--- src/rtl/riscv_pkg.sv ---
// riscv_pkg: shared definitions for the multicycle RV32I control unit.
// Holds the FSM state enum, the opcode constants, the alu_ctrl encodings
// and the datapath mux-select constants.
package riscv_pkg;

    localparam int unsigned STATE_W  = 4;
    localparam int unsigned OPCODE_W = 7;
    localparam int unsigned ALU_W    = 4;
    localparam int unsigned SEL_W    = 2;

    typedef enum logic [STATE_W-1:0] {
        S_IDLE   = 4'd0,
        S_FETCH  = 4'd1,
        S_DECODE = 4'd2,
        S_EXEC_R = 4'd3,
        S_EXEC_I = 4'd4,
        S_ADDR   = 4'd5,
        S_LOAD   = 4'd6,
        S_STORE  = 4'd7,
        S_WB_ALU = 4'd8,
        S_WB_MEM = 4'd9,
        S_BRANCH = 4'd10,
        S_JAL    = 4'd11,
        S_TRAP   = 4'd12
    } state_t;

    // Opcodes handled by the control unit
    localparam logic [OPCODE_W-1:0] OP_R      = 7'b0110011;
    localparam logic [OPCODE_W-1:0] OP_I      = 7'b0010011;
    localparam logic [OPCODE_W-1:0] OP_LOAD   = 7'b0000011;
    localparam logic [OPCODE_W-1:0] OP_STORE  = 7'b0100011;
    localparam logic [OPCODE_W-1:0] OP_BRANCH = 7'b1100011;
    localparam logic [OPCODE_W-1:0] OP_JAL    = 7'b1101111;

    // ALU operation encodings
    localparam logic [ALU_W-1:0] ALU_ADD  = 4'd0;
    localparam logic [ALU_W-1:0] ALU_SUB  = 4'd1;
    localparam logic [ALU_W-1:0] ALU_AND  = 4'd2;
    localparam logic [ALU_W-1:0] ALU_OR   = 4'd3;
    localparam logic [ALU_W-1:0] ALU_XOR  = 4'd4;
    localparam logic [ALU_W-1:0] ALU_SLT  = 4'd5;
    localparam logic [ALU_W-1:0] ALU_SLTU = 4'd6;
    localparam logic [ALU_W-1:0] ALU_SLL  = 4'd7;
    localparam logic [ALU_W-1:0] ALU_SRL  = 4'd8;
    localparam logic [ALU_W-1:0] ALU_SRA  = 4'd9;

    // ALU operand A select
    localparam logic [SEL_W-1:0] SRC_A_PC     = 2'd0;
    localparam logic [SEL_W-1:0] SRC_A_PC_OLD = 2'd1;
    localparam logic [SEL_W-1:0] SRC_A_RS1    = 2'd2;

    // ALU operand B select
    localparam logic [SEL_W-1:0] SRC_B_RS2  = 2'd0;
    localparam logic [SEL_W-1:0] SRC_B_IMM  = 2'd1;
    localparam logic [SEL_W-1:0] SRC_B_FOUR = 2'd2;

    // Register file write-back select
    localparam logic [SEL_W-1:0] WB_ALUOUT = 2'd0;
    localparam logic [SEL_W-1:0] WB_MDR    = 2'd1;
    localparam logic [SEL_W-1:0] WB_PC     = 2'd2;

endpackage

--- src/rtl/unidade_controle_multiciclo_decod_alu.sv ---
// decod_alu: combinational ALU operation decoder.
// Ports: funct3 (IR[14:12]), funct7_5 (IR[30]), is_imm (1 for OP-IMM),
//        alu_ctrl (ALU operation code).
module decod_alu
    import riscv_pkg::*;
(
    input  logic [2:0]       funct3,
    input  logic             funct7_5,
    input  logic             is_imm,
    output logic [ALU_W-1:0] alu_ctrl
);

    // funct7_5 selects SUB only for register ops; for immediates it is
    // part of the immediate except on shift-right, where it picks SRAI.
    always_comb begin
        alu_ctrl = ALU_ADD;
        case (funct3)
            3'b000: alu_ctrl = (funct7_5 && !is_imm) ? ALU_SUB : ALU_ADD;
            3'b001: alu_ctrl = ALU_SLL;
            3'b010: alu_ctrl = ALU_SLT;
            3'b011: alu_ctrl = ALU_SLTU;
            3'b100: alu_ctrl = ALU_XOR;
            3'b101: alu_ctrl = funct7_5 ? ALU_SRA : ALU_SRL;
            3'b110: alu_ctrl = ALU_OR;
            3'b111: alu_ctrl = ALU_AND;
            default: alu_ctrl = ALU_ADD;
        endcase
    end

endmodule

--- src/rtl/unidade_controle_multiciclo.sv ---
// unidade_controle_multiciclo: Moore control FSM for a multicycle RV32I
// datapath (fetch, decode, execute, memory, writeback) with a shared
// memory port handshake and a retired-instruction counter.
// Ports: clock/reset (sync, active-high); IR fields opcode/funct3/funct7_5;
//        branch_taken, mem_ready in; memory port controls, datapath enables
//        and mux selects, halted and instret out.
module unidade_controle_multiciclo
    import riscv_pkg::*;
#(
    parameter int unsigned INSTRET_W = 32
) (
    input  logic                 clock,
    input  logic                 reset,
    input  logic [6:0]           opcode,
    input  logic [2:0]           funct3,
    input  logic                 funct7_5,
    input  logic                 branch_taken,
    input  logic                 mem_ready,
    output logic                 mem_req,
    output logic                 mem_we,
    output logic                 mem_addr_sel,
    output logic                 ir_write,
    output logic                 pc_write,
    output logic                 pc_src,
    output logic [1:0]           alu_src_a,
    output logic [1:0]           alu_src_b,
    output logic [3:0]           alu_ctrl,
    output logic                 reg_write,
    output logic [1:0]           wb_sel,
    output logic                 halted,
    output logic [INSTRET_W-1:0] instret
);

    state_t                 state, state_next;
    logic [INSTRET_W-1:0]   instret_q;
    logic                   retire;
    logic                   is_imm;
    logic [ALU_W-1:0]       alu_dec;

    decod_alu u_decod_alu (
        .funct3   (funct3),
        .funct7_5 (funct7_5),
        .is_imm   (is_imm),
        .alu_ctrl (alu_dec)
    );

    // State register and retired-instruction counter
    always_ff @(posedge clock) begin
        if (reset) begin
            state     <= S_IDLE;
            instret_q <= '0;
        end else begin
            state <= state_next;
            if (retire) begin
                instret_q <= instret_q + INSTRET_W'(1);
            end
        end
    end

    // Next state and outputs; everything is held low while reset is high so
    // the reset cycle itself is quiet regardless of the old state.
    always_comb begin
        state_next   = state;
        retire       = 1'b0;
        is_imm       = 1'b0;
        mem_req      = 1'b0;
        mem_we       = 1'b0;
        mem_addr_sel = 1'b0;
        ir_write     = 1'b0;
        pc_write     = 1'b0;
        pc_src       = 1'b0;
        alu_src_a    = SRC_A_PC;
        alu_src_b    = SRC_B_RS2;
        alu_ctrl     = ALU_ADD;
        reg_write    = 1'b0;
        wb_sel       = WB_ALUOUT;
        halted       = 1'b0;
        instret      = '0;

        if (!reset) begin
            instret = instret_q;
            case (state)
                S_IDLE: state_next = S_FETCH;
                S_FETCH: begin
                    mem_req   = 1'b1;
                    alu_src_a = SRC_A_PC;
                    alu_src_b = SRC_B_FOUR;
                    ir_write  = mem_ready;
                    pc_write  = mem_ready;
                    if (mem_ready) state_next = S_DECODE;
                end
                S_DECODE: begin
                    alu_src_a = SRC_A_PC_OLD;
                    alu_src_b = SRC_B_IMM;
                    case (opcode)
                        OP_R:               state_next = S_EXEC_R;
                        OP_I:               state_next = S_EXEC_I;
                        OP_LOAD, OP_STORE:  state_next = S_ADDR;
                        OP_BRANCH:          state_next = S_BRANCH;
                        OP_JAL:             state_next = S_JAL;
                        default:            state_next = S_TRAP;
                    endcase
                end
                S_EXEC_R: begin
                    alu_src_a  = SRC_A_RS1;
                    alu_src_b  = SRC_B_RS2;
                    alu_ctrl   = alu_dec;
                    state_next = S_WB_ALU;
                end
                S_EXEC_I: begin
                    is_imm     = 1'b1;
                    alu_src_a  = SRC_A_RS1;
                    alu_src_b  = SRC_B_IMM;
                    alu_ctrl   = alu_dec;
                    state_next = S_WB_ALU;
                end
                S_ADDR: begin
                    alu_src_a  = SRC_A_RS1;
                    alu_src_b  = SRC_B_IMM;
                    state_next = (opcode == OP_LOAD) ? S_LOAD : S_STORE;
                end
                S_LOAD: begin
                    mem_req      = 1'b1;
                    mem_addr_sel = 1'b1;
                    if (mem_ready) state_next = S_WB_MEM;
                end
                S_STORE: begin
                    mem_req      = 1'b1;
                    mem_we       = 1'b1;
                    mem_addr_sel = 1'b1;
                    if (mem_ready) state_next = S_FETCH;
                end
                S_WB_ALU: begin
                    reg_write  = 1'b1;
                    wb_sel     = WB_ALUOUT;
                    state_next = S_FETCH;
                end
                S_WB_MEM: begin
                    reg_write  = 1'b1;
                    wb_sel     = WB_MDR;
                    state_next = S_FETCH;
                end
                S_BRANCH: begin
                    pc_write   = branch_taken;
                    pc_src     = 1'b1;
                    state_next = S_FETCH;
                end
                S_JAL: begin
                    reg_write  = 1'b1;
                    wb_sel     = WB_PC;
                    pc_write   = 1'b1;
                    pc_src     = 1'b1;
                    state_next = S_FETCH;
                end
                S_TRAP: begin
                    halted = 1'b1;
                end
                default: state_next = S_IDLE;
            endcase

            // An instruction retires when a completing state hands back to fetch
            retire = (state_next == S_FETCH) && (state != S_IDLE) && (state != S_FETCH);
        end
    end

endmodule

--- config.mk ---
export PLATFORM = sky130hd
export DESIGN_NAME = unidade_controle_multiciclo
export DESIGN_NICKNAME = d
export VERILOG_FILES = /design/src/rtl/riscv_pkg.sv /design/src/rtl/unidade_controle_multiciclo_decod_alu.sv /design/src/rtl/unidade_controle_multiciclo.sv
export SDC_FILE = /design/constraint.sdc
export NUM_CORES = 1
export LEC_CHECK = 0
export ABC_AREA = 1
export CORE_UTILIZATION = 40
export CTS_CLUSTER_DIAMETER = 30
export DETAILED_ROUTE_END_ITERATION = 6
export PLACE_DENSITY = 0.66
export SETUP_SLACK_MARGIN = 0.02
export SLEW_MARGIN = 10
export SYNTH_ARGS = -nofsm -noshare
export SYNTH_HDL_FRONTEND = slang
export SYNTH_SLANG_ARGS = --single-unit
export TNS_END_PERCENT = 1
--- constraint.sdc ---
create_clock -name clock -period 4.15 [get_ports clock]
set_input_delay 0.83 -clock clock [delete_from_list [all_inputs] [get_ports clock]]
set_output_delay 0.83 -clock clock [all_outputs]
set_load 0.02 [all_outputs]
## After elaboration in Yosys (flattened, before gate mapping)

Cells that the tools add are included.

| word-level totals | value |
|---|---|
| output and inout bits | 50 |
| word-level logic and storage cells | 84 |
| input port bits | 15 |
| flip-flop bits (word level) | 36 |

| cells by class | value |
|---|---|
| muxes and demuxes | 38 |
| reduce and logical (&&, ||, !) cells | 16 |
| equal/unequal tests | 27 |
| $add $sub $neg | 1 |

Operators with widths:

| cell | count |
|---|---|
| 4-bit one-hot mux with 8 select lines | 2 |
| 32-bit by 1-bit adder with 32-bit output, second input constant | 1 |
| 32-bit 2-to-1 mux | 1 |
| 4-bit 2-to-1 mux | 6 |
| 1-bit 2-to-1 mux | 21 |
| 4-bit == test, second input constant | 5 |
| 4-bit one-hot mux with 5 select lines | 1 |
| 4-bit by 3-bit == test with 1-bit output, second input constant | 4 |
| 7-bit by 6-bit == test with 1-bit output, second input constant | 2 |
| 7-bit == test, second input constant | 2 |
| 3-bit == test, second input constant | 4 |
| 2-bit one-hot mux with 2 select lines | 3 |
| 3-bit OR reduction | 4 |
| 4-bit by 1-bit == test with 1-bit output, second input constant | 2 |
| 4-bit by 2-bit == test with 1-bit output, second input constant | 2 |
| 2-bit OR reduction | 4 |
| 7-bit by 2-bit == test with 1-bit output, second input constant | 1 |
| 7-bit by 5-bit == test with 1-bit output, second input constant | 1 |
| 3-bit by 2-bit == test with 1-bit output, second input constant | 2 |
| 2-bit 2-to-1 mux | 3 |
| 5-bit OR reduction | 1 |
| 4-bit logical NOT | 1 |
| 4-bit by 1-bit != test with 1-bit output, second input constant | 1 |
| 4-bit nonzero test | 1 |
| 5 further kinds | 7 |

## Longest topological paths before layout

Gate-level depths: netlist of run 1.

| depth | value |
|---|---|
| depth after elaboration | 9 |
| depth in mapped cells | 15 |
| mapped depth without buffers | 13 |

## Cells and area by module

From an unflattened synthesis of run 1, not the netlist that was laid out.

| second synthesis, totals | value |
|---|---|
| cells, all modules | 520 |
| area, all modules | 2945.3 sq um |

By module, submodules not included:

| module | area each (sq um) | instances | seq. area each (sq um) | cells each |
|---|---|---|---|---|
| unidade_controle_multiciclo | 2876.5 | 1 | 720.7 | 505 |
| decod_alu | 68.8 | 1 | 0.0 | 15 |

## Least setup slack after synthesis of run 1

Ideal clock, no wire load.

| timing | value |
|---|---|
| path kind | input to output |
| start point | in reset |
| end point | out alu_ctrl[0] |
| data required time | 3.320 ns |
| arrival time | 2.197 ns |
| path slack | 1.123 ns |
| cell stages on the path | 3 |
| path buffers | 0 |
| cell sequence | clkinv_1 > o21ai_0 > a2111oi_0 |

| between the ends | value |
|---|---|
| cells in the longest elaborated chain, start to end | 7 |

RTL lines:

| what | RTL line | source |
|---|---|---|
| start: declaration | unidade_controle_multiciclo.sv:13 | `input logic reset,` |
| 1-bit 2-to-1 mux | unidade_controle_multiciclo.sv:80 | `if (!reset) begin` |
| 1-bit logical NOT | unidade_controle_multiciclo_decod_alu.sv:18 | `3'b000: alu_ctrl = (funct7_5 && !is_imm) ? ALU_SUB : ALU_ADD;` |
| 1-bit logical AND | unidade_controle_multiciclo_decod_alu.sv:18 |  |
| 1-bit 2-to-1 mux | unidade_controle_multiciclo_decod_alu.sv:18 |  |
| 4-bit one-hot mux with 8 select lines | unidade_controle_multiciclo_decod_alu.sv:17 | `case (funct3)` |
| 4-bit 2-to-1 mux | unidade_controle_multiciclo.sv:82 | `case (state)` |
| 4-bit 2-to-1 mux * | unidade_controle_multiciclo.sv:80 |  |
| end: declaration | unidade_controle_multiciclo.sv:27 | `output logic [3:0] alu_ctrl,` |

Every way passes the cells marked *; elsewhere a longest branch is shown, timed or not.

## Worst setup path in the final report of run 1

| timing | value |
|---|---|
| start point | in funct3[1] |
| end point | out alu_ctrl[0] |

| between the ends | value |
|---|---|
| cells in the longest elaborated chain, start to end | 4 |
| elaborated cells on any way between the ends | 11 |
| those cells by class | 7 x eq/ne; 3 x mux; 1 x reduce/logical |

RTL lines:

| what | RTL line | source |
|---|---|---|
| start: declaration | unidade_controle_multiciclo.sv:15 | `input logic [2:0] funct3,` |
| 3-bit == test, or another cell as far along | unidade_controle_multiciclo_decod_alu.sv:17 |  |
| 4-bit one-hot mux with 8 select lines * | unidade_controle_multiciclo_decod_alu.sv:17 |  |
| 4-bit 2-to-1 mux * | unidade_controle_multiciclo.sv:82 |  |
| 4-bit 2-to-1 mux * | unidade_controle_multiciclo.sv:80 |  |

Marked as above.

==> insert_results.sql, run 1 <==
INSERT INTO impl_metrics (metric_group, metric, value, unit) VALUES
('routing', 'remaining_antenna_violation_count', '0', ''),
('yosys', 'asyncSetResetFlopFracSynth', '0', '%'),
('routing', 'first_iter_violations', '153', ''),
('critical_path', 'r2r.worst_path.cells', '11', ''),
('clock_network', 'numClockSinks', '36', ''),
('die', 'die-width', '87.9', 'um'),
('clock_network', 'clk_root_buffer_cell', 'sky130_fd_sc_hd__clkbuf_8', ''),
('flow_run', 'max_cap_viol_count', '0', ''),
('timing', 'final.min_clock_period', '3.49', 'ns'),
('pwr', 'static-leakage-power', '1.47', 'nW'),
('critical_path', 'cp_data_arrival_time', '2.66', 'ns'),
('placed_design', 'gp_routability_congestion', '0.874', ''),
('clock_network', 'htree_num_levels', '2', ''),
('placed_design', 'dp.cells', '681', ''),
('final_layout', 'final_core_util', '53.2', '%'),
('critical_path', 'crit_path_cell_trace', 'clkdlybuf4s50_1 > inv_1 > nand2_1 > a21oi_1 > a2111oi_0 > clkdlybuf4s50_1', ''),
('timing', 'total_count_of_max_transition_violations_in_the_final_report', '0', ''),
('yosys', 'yosys-top-cells-area', 'sky130_fd_sc_hd__dfxtp_1 24%, sky130_fd_sc_hd__nand2_1 18%, sky130_fd_sc_hd__nor2_1 16%', ''),
('timing', 'fmax', '0.287', 'GHz'),
('yosys', 'synth_edf_count', '0', ''),
('clock_network', 'worstSkewPairLatency', '0.29', 'ns'),
('final_layout', 'diodes_inserted', '0', ''),
('grt', 'grt_first_pass_wirelength', '13.6', 'mm'),
('yosys', 'synth_fp_nets', '553', ''),
('timing', 'grt_setup_unrepaired', 'false', ''),
('pwr', 'p_sw', '0.000276', 'W'),
('critical_path', 'timing.critical_path.slowest_stage_cell', 'sky130_fd_sc_hd__clkdlybuf4s50_1', ''),
('clock_network', 'postCtsHoldBufs', '0', ''),
('die', 'std_cell_rows', '30', ''),
('grt', 'grtUsageTotal', '22.1', '%'),
('timing', 'hold_violations', '0', ''),
('timing', 'timing.final.crit_share', '84.0', '%'),
('critical_path', 'r2r-start', 'state[1]', ''),
('pwr', 'power_report.internal_total', '0.000548', 'W'),
('placed_design', 'dpl-instance-area', '3610', 'um2'),
('hold_path', 'hold_path.class', 'reg -> reg', ''),
('critical_path', 'r2r_end', 'instret_q[4]', ''),
('yosys', 'yosysWarnings', '0', ''),
('die', 'fp.dieArea', '7730', 'um2'),
('routing', 'drt-wirelength-per-cell', '11.6', 'um'),
('clock_network', 'tritoncts.num_buffers', '5', ''),
('critical_path', 'criticalPathCategory', 'in -> out', ''),
('status', 'status', 'finished, final reports clean', ''),
('pwr', 'swShare', '33.5', '%'),
('yosys', 'synthMostInstantiatedCell', 'sky130_fd_sc_hd__nand2_1', ''),
('placed_design', 'dpl.hpwl', '5.93', 'mm'),
('clock_network', 'postCtsSetupBuffers', '0', ''),
('timing', 'setup_violations', '0', ''),
('hold_path', 'timing.hold.worst_path_depth', '2', ''),
('critical_path', 'worstPathMaxFanout', '3', ''),
('clock_network', 'cts-resized-gates', '0', ''),
('yosys', 'synth-seq-cells', '36', ''),
('pwr', 'power.combinational.fraction', '24.4', '%'),
('yosys', 'synth_flop_cell', 'sky130_fd_sc_hd__dfxtp_1', ''),
('pwr', 'reg_power_share', '43.5', '%'),
('yosys', 'synth_sequential_area_ratio', '24.4', '%'),
('die', 'die_h', '87.9', 'um'),
('routing', 'drt-pass1-iter-count', '5', ''),
('hold_path', 'timing.hold.worst.start', 'instret_q[31]', ''),
('pwr', 'power_frac_clock', '32.0', '%'),
('routing', 'route.detailed.vias_per_inst', '4.93', ''),
('routing', 'num_vias', '3395', ''),
('grt', 'grt_overflow', '0', ''),
('yosys', 'synth_largest_area_cell', 'sky130_fd_sc_hd__dfxtp_1', ''),
('pwr', 'ir_worst_vdd', '0.000130', 'V'),
('routing', 'routed_wl', '7.99', 'mm'),
('die', 'ios', '65', ''),
('critical_path', 'critical_path_required', '3.32', 'ns'),
('timing', 'clock-skew-final', '0.00375', 'ns'),
('critical_path', 'worstSetupEndpointType', 'primary output', ''),
('timing', 'finalSetupTns', '0', 'ns');
-- area by class of cell --
class / count / area (um2)
fill: 723 / 3250
multi-input combinational: 405 / 1810
sequential: 36 / 721
timing repair buffer: 69 / 673
inverter: 75 / 282
tap: 96 / 120
clock buffer: 8 / 90.1
-- through the flow --
step / hold slack (ns) / worst slack (ns) / total power [W]
2_1_floorplan: 0.453 / 1.12 / 0.000529
6_report: 0.488 / 0.664 / 0.000824
5_1_grt: 0.524 / 0.548 / 0.000858
3_3_place_gp: 0.465 / 0.747 / 0.000563
4_1_cts: 0.488 / 0.663 / 0.000829
3_5_place_dp: 0.477 / 0.695 / 0.000566
-- power by group through the flow --
stage	clock, W	sequential [W]	combinational (W)
floorplan	0	0.000364	0.000165
global placement	0	0.000367	0.000196
detailed placement	0	0.000367	0.000200
CTS	0.000270	0.000359	0.000200
global route	0.000279	0.000360	0.000219
finish	0.000264	0.000359	0.000201
-- layout by cell type, fill, tap and decap left out, types with 2 or more instances in the layout --
cell                              synthesis  layout
sky130_fd_sc_hd__a21oi_1                 19      19
sky130_fd_sc_hd__a31oi_1                  3       3
sky130_fd_sc_hd__buf_4                    3       5
sky130_fd_sc_hd__clkbuf_1                 8       2
sky130_fd_sc_hd__clkbuf_8                 0       6
sky130_fd_sc_hd__clkdlybuf4s50_1          0      63
sky130_fd_sc_hd__dfxtp_1                 36      36
sky130_fd_sc_hd__inv_1                   70      70
sky130_fd_sc_hd__inv_2                    4       4
sky130_fd_sc_hd__nand2_1                143     143
sky130_fd_sc_hd__nand2_2                  4       4
sky130_fd_sc_hd__nand3_1                 48      48
sky130_fd_sc_hd__nand3b_1                 2       2
sky130_fd_sc_hd__nand4_1                 30      30
sky130_fd_sc_hd__nor2_1                 122     122
sky130_fd_sc_hd__nor2_2                   3       3
sky130_fd_sc_hd__nor2_4                   2       2
sky130_fd_sc_hd__nor3_1                  15      15
sky130_fd_sc_hd__o21ai_0                  3       3
sky130_fd_sc_hd__xor2_1                   4       4
-- registers in the layout, summed over array words and instances (netlist names) --
signal,cells
state,4
instret_q,32
-- cell families after synthesis --
group | Yosys count | synth area share, %
simple gates | 372 | 54.3
buf+inv | 96 | 14.2
flops | 36 | 24.4
xor+xnor | 4 | 1.19
fa+ha+maj | 1 | 0.424
compound gates | 28 | 5.47
-- worst max-delay path by stage --
stage,start,to,slack (ns),cells past startpoint
6_report,funct3[1],alu_ctrl[0],0.66,6
5_1_grt,funct3[1],alu_ctrl[0],0.55,6
4_1_cts,funct3[1],alu_ctrl[0],0.66,6
3_5_place_dp,funct3[1],alu_ctrl[0],0.69,6
3_3_place_gp,funct3[1],alu_ctrl[0],0.75,6
2_1_floorplan,reset,alu_ctrl[0],1.12,3
-- routing by layer --
metal | track usage (%) | up-vias | wire length, um
li1 | - | 1800 | -
met1 | 30.0 | 1520 | 3920
met2 | 36.8 | 69 | 3640
met3 | 2.83 | 6 | 339
met4 | 6.41 | 0 | 81
met5 | 0 | - | 0
-- worst max-delay path, delay by kind of cell --
kind,cells,cell delay [ns]
AO/OA/AOI/OAI,2,0.50
buffers and inverters,3,1.25
AND/OR/NAND/NOR,1,0.07
Note: power is estimated with default switching activity, not from simulation.
==> run 2, diff against run 1 <==
- PLACE_DENSITY: 0.66 -> 0.68
- clock period: 4.15 -> 2.8 ns (I/O delays scaled with it)
==> insert_results.sql, run 2 (synthesis gave the netlist of run 1 again) <==
INSERT INTO impl_metrics (metric_group, metric, value, unit) VALUES
('final_layout', 'largest_register_ff_count', '32', ''),
('clock_network', 'tritoncts', 'built', ''),
('final_layout', 'diodes_inserted', '0', ''),
('clock_network', 'htree_num_levels', '2', ''),
('placed_design', 'dpl.hpwl', '6.15', 'mm'),
('final_layout', 'postLayoutCellArea', '3770', 'um2'),
('die', 'std_cell_rows', '30', ''),
('final_layout', 'layout.cells.most_common', 'sky130_fd_sc_hd__nand2_1', ''),
('grt', 'grt_first_pass_wirelength', '13.7', 'mm'),
('final_layout', 'final_net_count', '613', ''),
('clock_network', 'worstSkewPairLatency', '0.29', 'ns'),
('routing', 'routed_wl', '8.13', 'mm'),
('timing', 'relSlewSlack', '69.8', '%'),
('die', 'core', '6940', 'um2'),
('critical_path', 'worstSetupEndpointType', 'primary output', ''),
('critical_path', 'criticalPathCategory', 'reg -> out', ''),
('final_layout', 'stdcell_count', '694', ''),
('critical_path', 'worstPathMaxFanout', '6', ''),
('timing', 'fmax', '0.390', 'GHz'),
('final_layout', 'flow.area_growth_from_synthesis', '27.6', '%'),
('critical_path', 'timing.critical_path.slowest_stage_cell', 'sky130_fd_sc_hd__clkdlybuf4s50_1', ''),
('final_layout', 'most-common-layout-cells', '143 x sky130_fd_sc_hd__nand2_1, 122 x sky130_fd_sc_hd__nor2_1, 70 x sky130_fd_sc_hd__inv_1, 61 x sky130_fd_sc_hd__clkdlybuf4s50_1, 48 x sky130_fd_sc_hd__nand3_1', ''),
('die', 'fp.dieArea', '7730', 'um2'),
('placed_design', 'dpl-instance-area', '3660', 'um2'),
('flow_run', 'max_cap_viol_count', '0', ''),
('grt', 'via_count_of_the_first_global_routing_pass', '3133', ''),
('critical_path', 'critical_path_required', '2.24', 'ns'),
('critical_path', 'cpMostUsedCell', 'sky130_fd_sc_hd__inv_1', ''),
('timing', 'final.min_clock_period', '2.56', 'ns'),
('timing', 'timing.final.crit_share', '91.6', '%'),
('critical_path', 'critical_path.max_stage_delay', '0.63', 'ns'),
('timing', 'hold_violations', '0', ''),
('grt', 'antenna_violations_before_repair', '0', ''),
('timing', 'setup_violations', '0', ''),
('clock_network', 'tritoncts.num_buffers', '5', ''),
('clock_network', 'clk_root_buffer_cell', 'sky130_fd_sc_hd__clkbuf_8', ''),
('status', 'status', 'finished, final reports clean', ''),
('critical_path', 'crit_path_start_kind', 'flop', ''),
('pwr', 'power.density', '347', 'nW/um2'),
('critical_path', 'crit_path_cell_trace', 'inv_1 > nand2_2 > nor2_1 > inv_1 > a31oi_1 > clkdlybuf4s50_1', ''),
('clock_network', 'numClockSinks', '36', ''),
('routing', 'number_of_design_rule_violations_left_after_detail_routing', '0', ''),
('final_layout', 'largest-register', 'instret_q', ''),
('critical_path', 'cp_data_arrival_time', '2.00', 'ns'),
('routing', 'drt-wirelength-per-cell', '11.7', 'um'),
('die', 'die_h', '87.9', 'um'),
('pwr', 'ir_worst_vdd', '0.000214', 'V'),
('critical_path', 'timing.critical_path.max_delay_family', 'buffers and inverters', ''),
('grt', 'grt_max_degree', '66', ''),
('timing', 'clock-skew-final', '0.00755', 'ns'),
('die', 'die-width', '87.9', 'um'),
('clock_network', 'clk_pin_slew', '0.08', 'ns'),
('die', 'floorplan.initialDensity', '42.5', '%'),
('timing', 'total_count_of_max_transition_violations_in_the_final_report', '0', ''),
('routing', 'remaining_antenna_violation_count', '0', ''),
('final_layout', 'final_core_util', '54.3', '%'),
('clock_network', 'postCtsSetupBuffers', '0', ''),
('placed_design', 'dp.cells', '686', ''),
('routing', 'num_vias', '3471', ''),
('placed_design', 'place.port_buffers', '64', ''),
('routing', 'first_iter_violations', '160', ''),
('hold_path', 'hold_path.class', 'reg -> reg', ''),
('timing', 'grt_setup_unrepaired', 'false', ''),
('pwr', 'static-leakage-power', '1.53', 'nW'),
('routing', 'drt-pass1-iter-count', '5', ''),
('clock_network', 'cts_max_path_buffers', '2', ''),
('timing', 'holdWs', '0.498', 'ns'),
('final_layout', 'final_layout_size_suffix_gt1_share', '5.52', '%'),
('die', 'ios', '65', ''),
('critical_path', 'cp_buf_inv_count', '3', ''),
('placed_design', 'gp_routability_congestion', '0.914', ''),
('routing', 'route.detailed.vias_per_inst', '5.00', ''),
('pwr', 'post_layout_power', '0.00131', 'W'),
('grt', 'grtUsageTotal', '21.9', '%'),
('timing', 'tightestPinTransition', '0.452', 'ns'),
('grt', 'grt_overflow', '0', ''),
('final_layout', 'biggestRegsByFlops', 'instret_q x32, state x4', '');
run 2: stage by stage:
step,setup slack (ns),TNS (ns)
final,0.235,0
after global routing,0.115,0
after CTS,0.106,0
after detailed placement,-0.0709,-0.0709
after global placement,-0.0240,-0.0240
after floorplan,0.295,0
run 2: what timing repair did:
action,4_1_cts,5_1_grt
cloned,0,0
hold buffers,0,0
endpoints found under the setup margin,1,3
resized for setup,1,3
run 2: worst paths after layout:
| kind | start | endpoint | slack [ns] | cells after the start |
|---|---|---|---|---|
| worst min-delay path | instret_q[14] | instret_q[14] | 0.50 | 2 |
| worst min register to register | instret_q[14] | instret_q[14] | 0.50 | 2 |
| worst max-delay path | state[1] | alu_src_b[0] | 0.24 | 6 |
| worst max register to register | state[1] | instret_q[1] | 0.66 | 9 |
run 2: cell type report:
cell class              count  area (um2)
repair buffers             74         724
clock inverters             2        35.0
clock buffers               6        72.6
flip-flops and latches     36         721
multi-input cells         405        1810
well taps                  96         120
fillers                   706        3180
inverters                  75         282
run 2: routing by layer:
layer / GRT usage (%) / part of all wire, % / up-vias
met4: 4.92 / 0.84 / 0
li1: - / - / 1807
met2: 36.2 / 45 / 93
met1: 30.3 / 49 / 1564
met5: 0 / 0 / -
met3: 2.83 / 5.3 / 7
run 2: power by group:
| part | switching [W] | internal (W) | total (W) | leakage, nW |
|---|---|---|---|---|
| Sequential | 0.0000106 | 0.000520 | 0.000531 | 0.291 |
| Combinational | 0.000210 | 0.000104 | 0.000314 | 1.18 |
| Clock | 0.000196 | 0.000264 | 0.000461 | 0.0552 |
| Total | 0.000416 | 0.000889 | 0.00131 | 1.53 |
run 2: worst register-to-register path, cell delays in order (launching register included):
cell and delay, ns:
sky130_fd_sc_hd__dfxtp_1 0.36, sky130_fd_sc_hd__buf_4 0.17, sky130_fd_sc_hd__nor2_1 0.16, sky130_fd_sc_hd__nand2_2 0.13, sky130_fd_sc_hd__nor2_1 0.16, sky130_fd_sc_hd__nor2_1 0.10
sky130_fd_sc_hd__a21oi_4 0.28, sky130_fd_sc_hd__nand3_1 0.41, sky130_fd_sc_hd__nor2_1 0.20, sky130_fd_sc_hd__a21oi_1 0.05
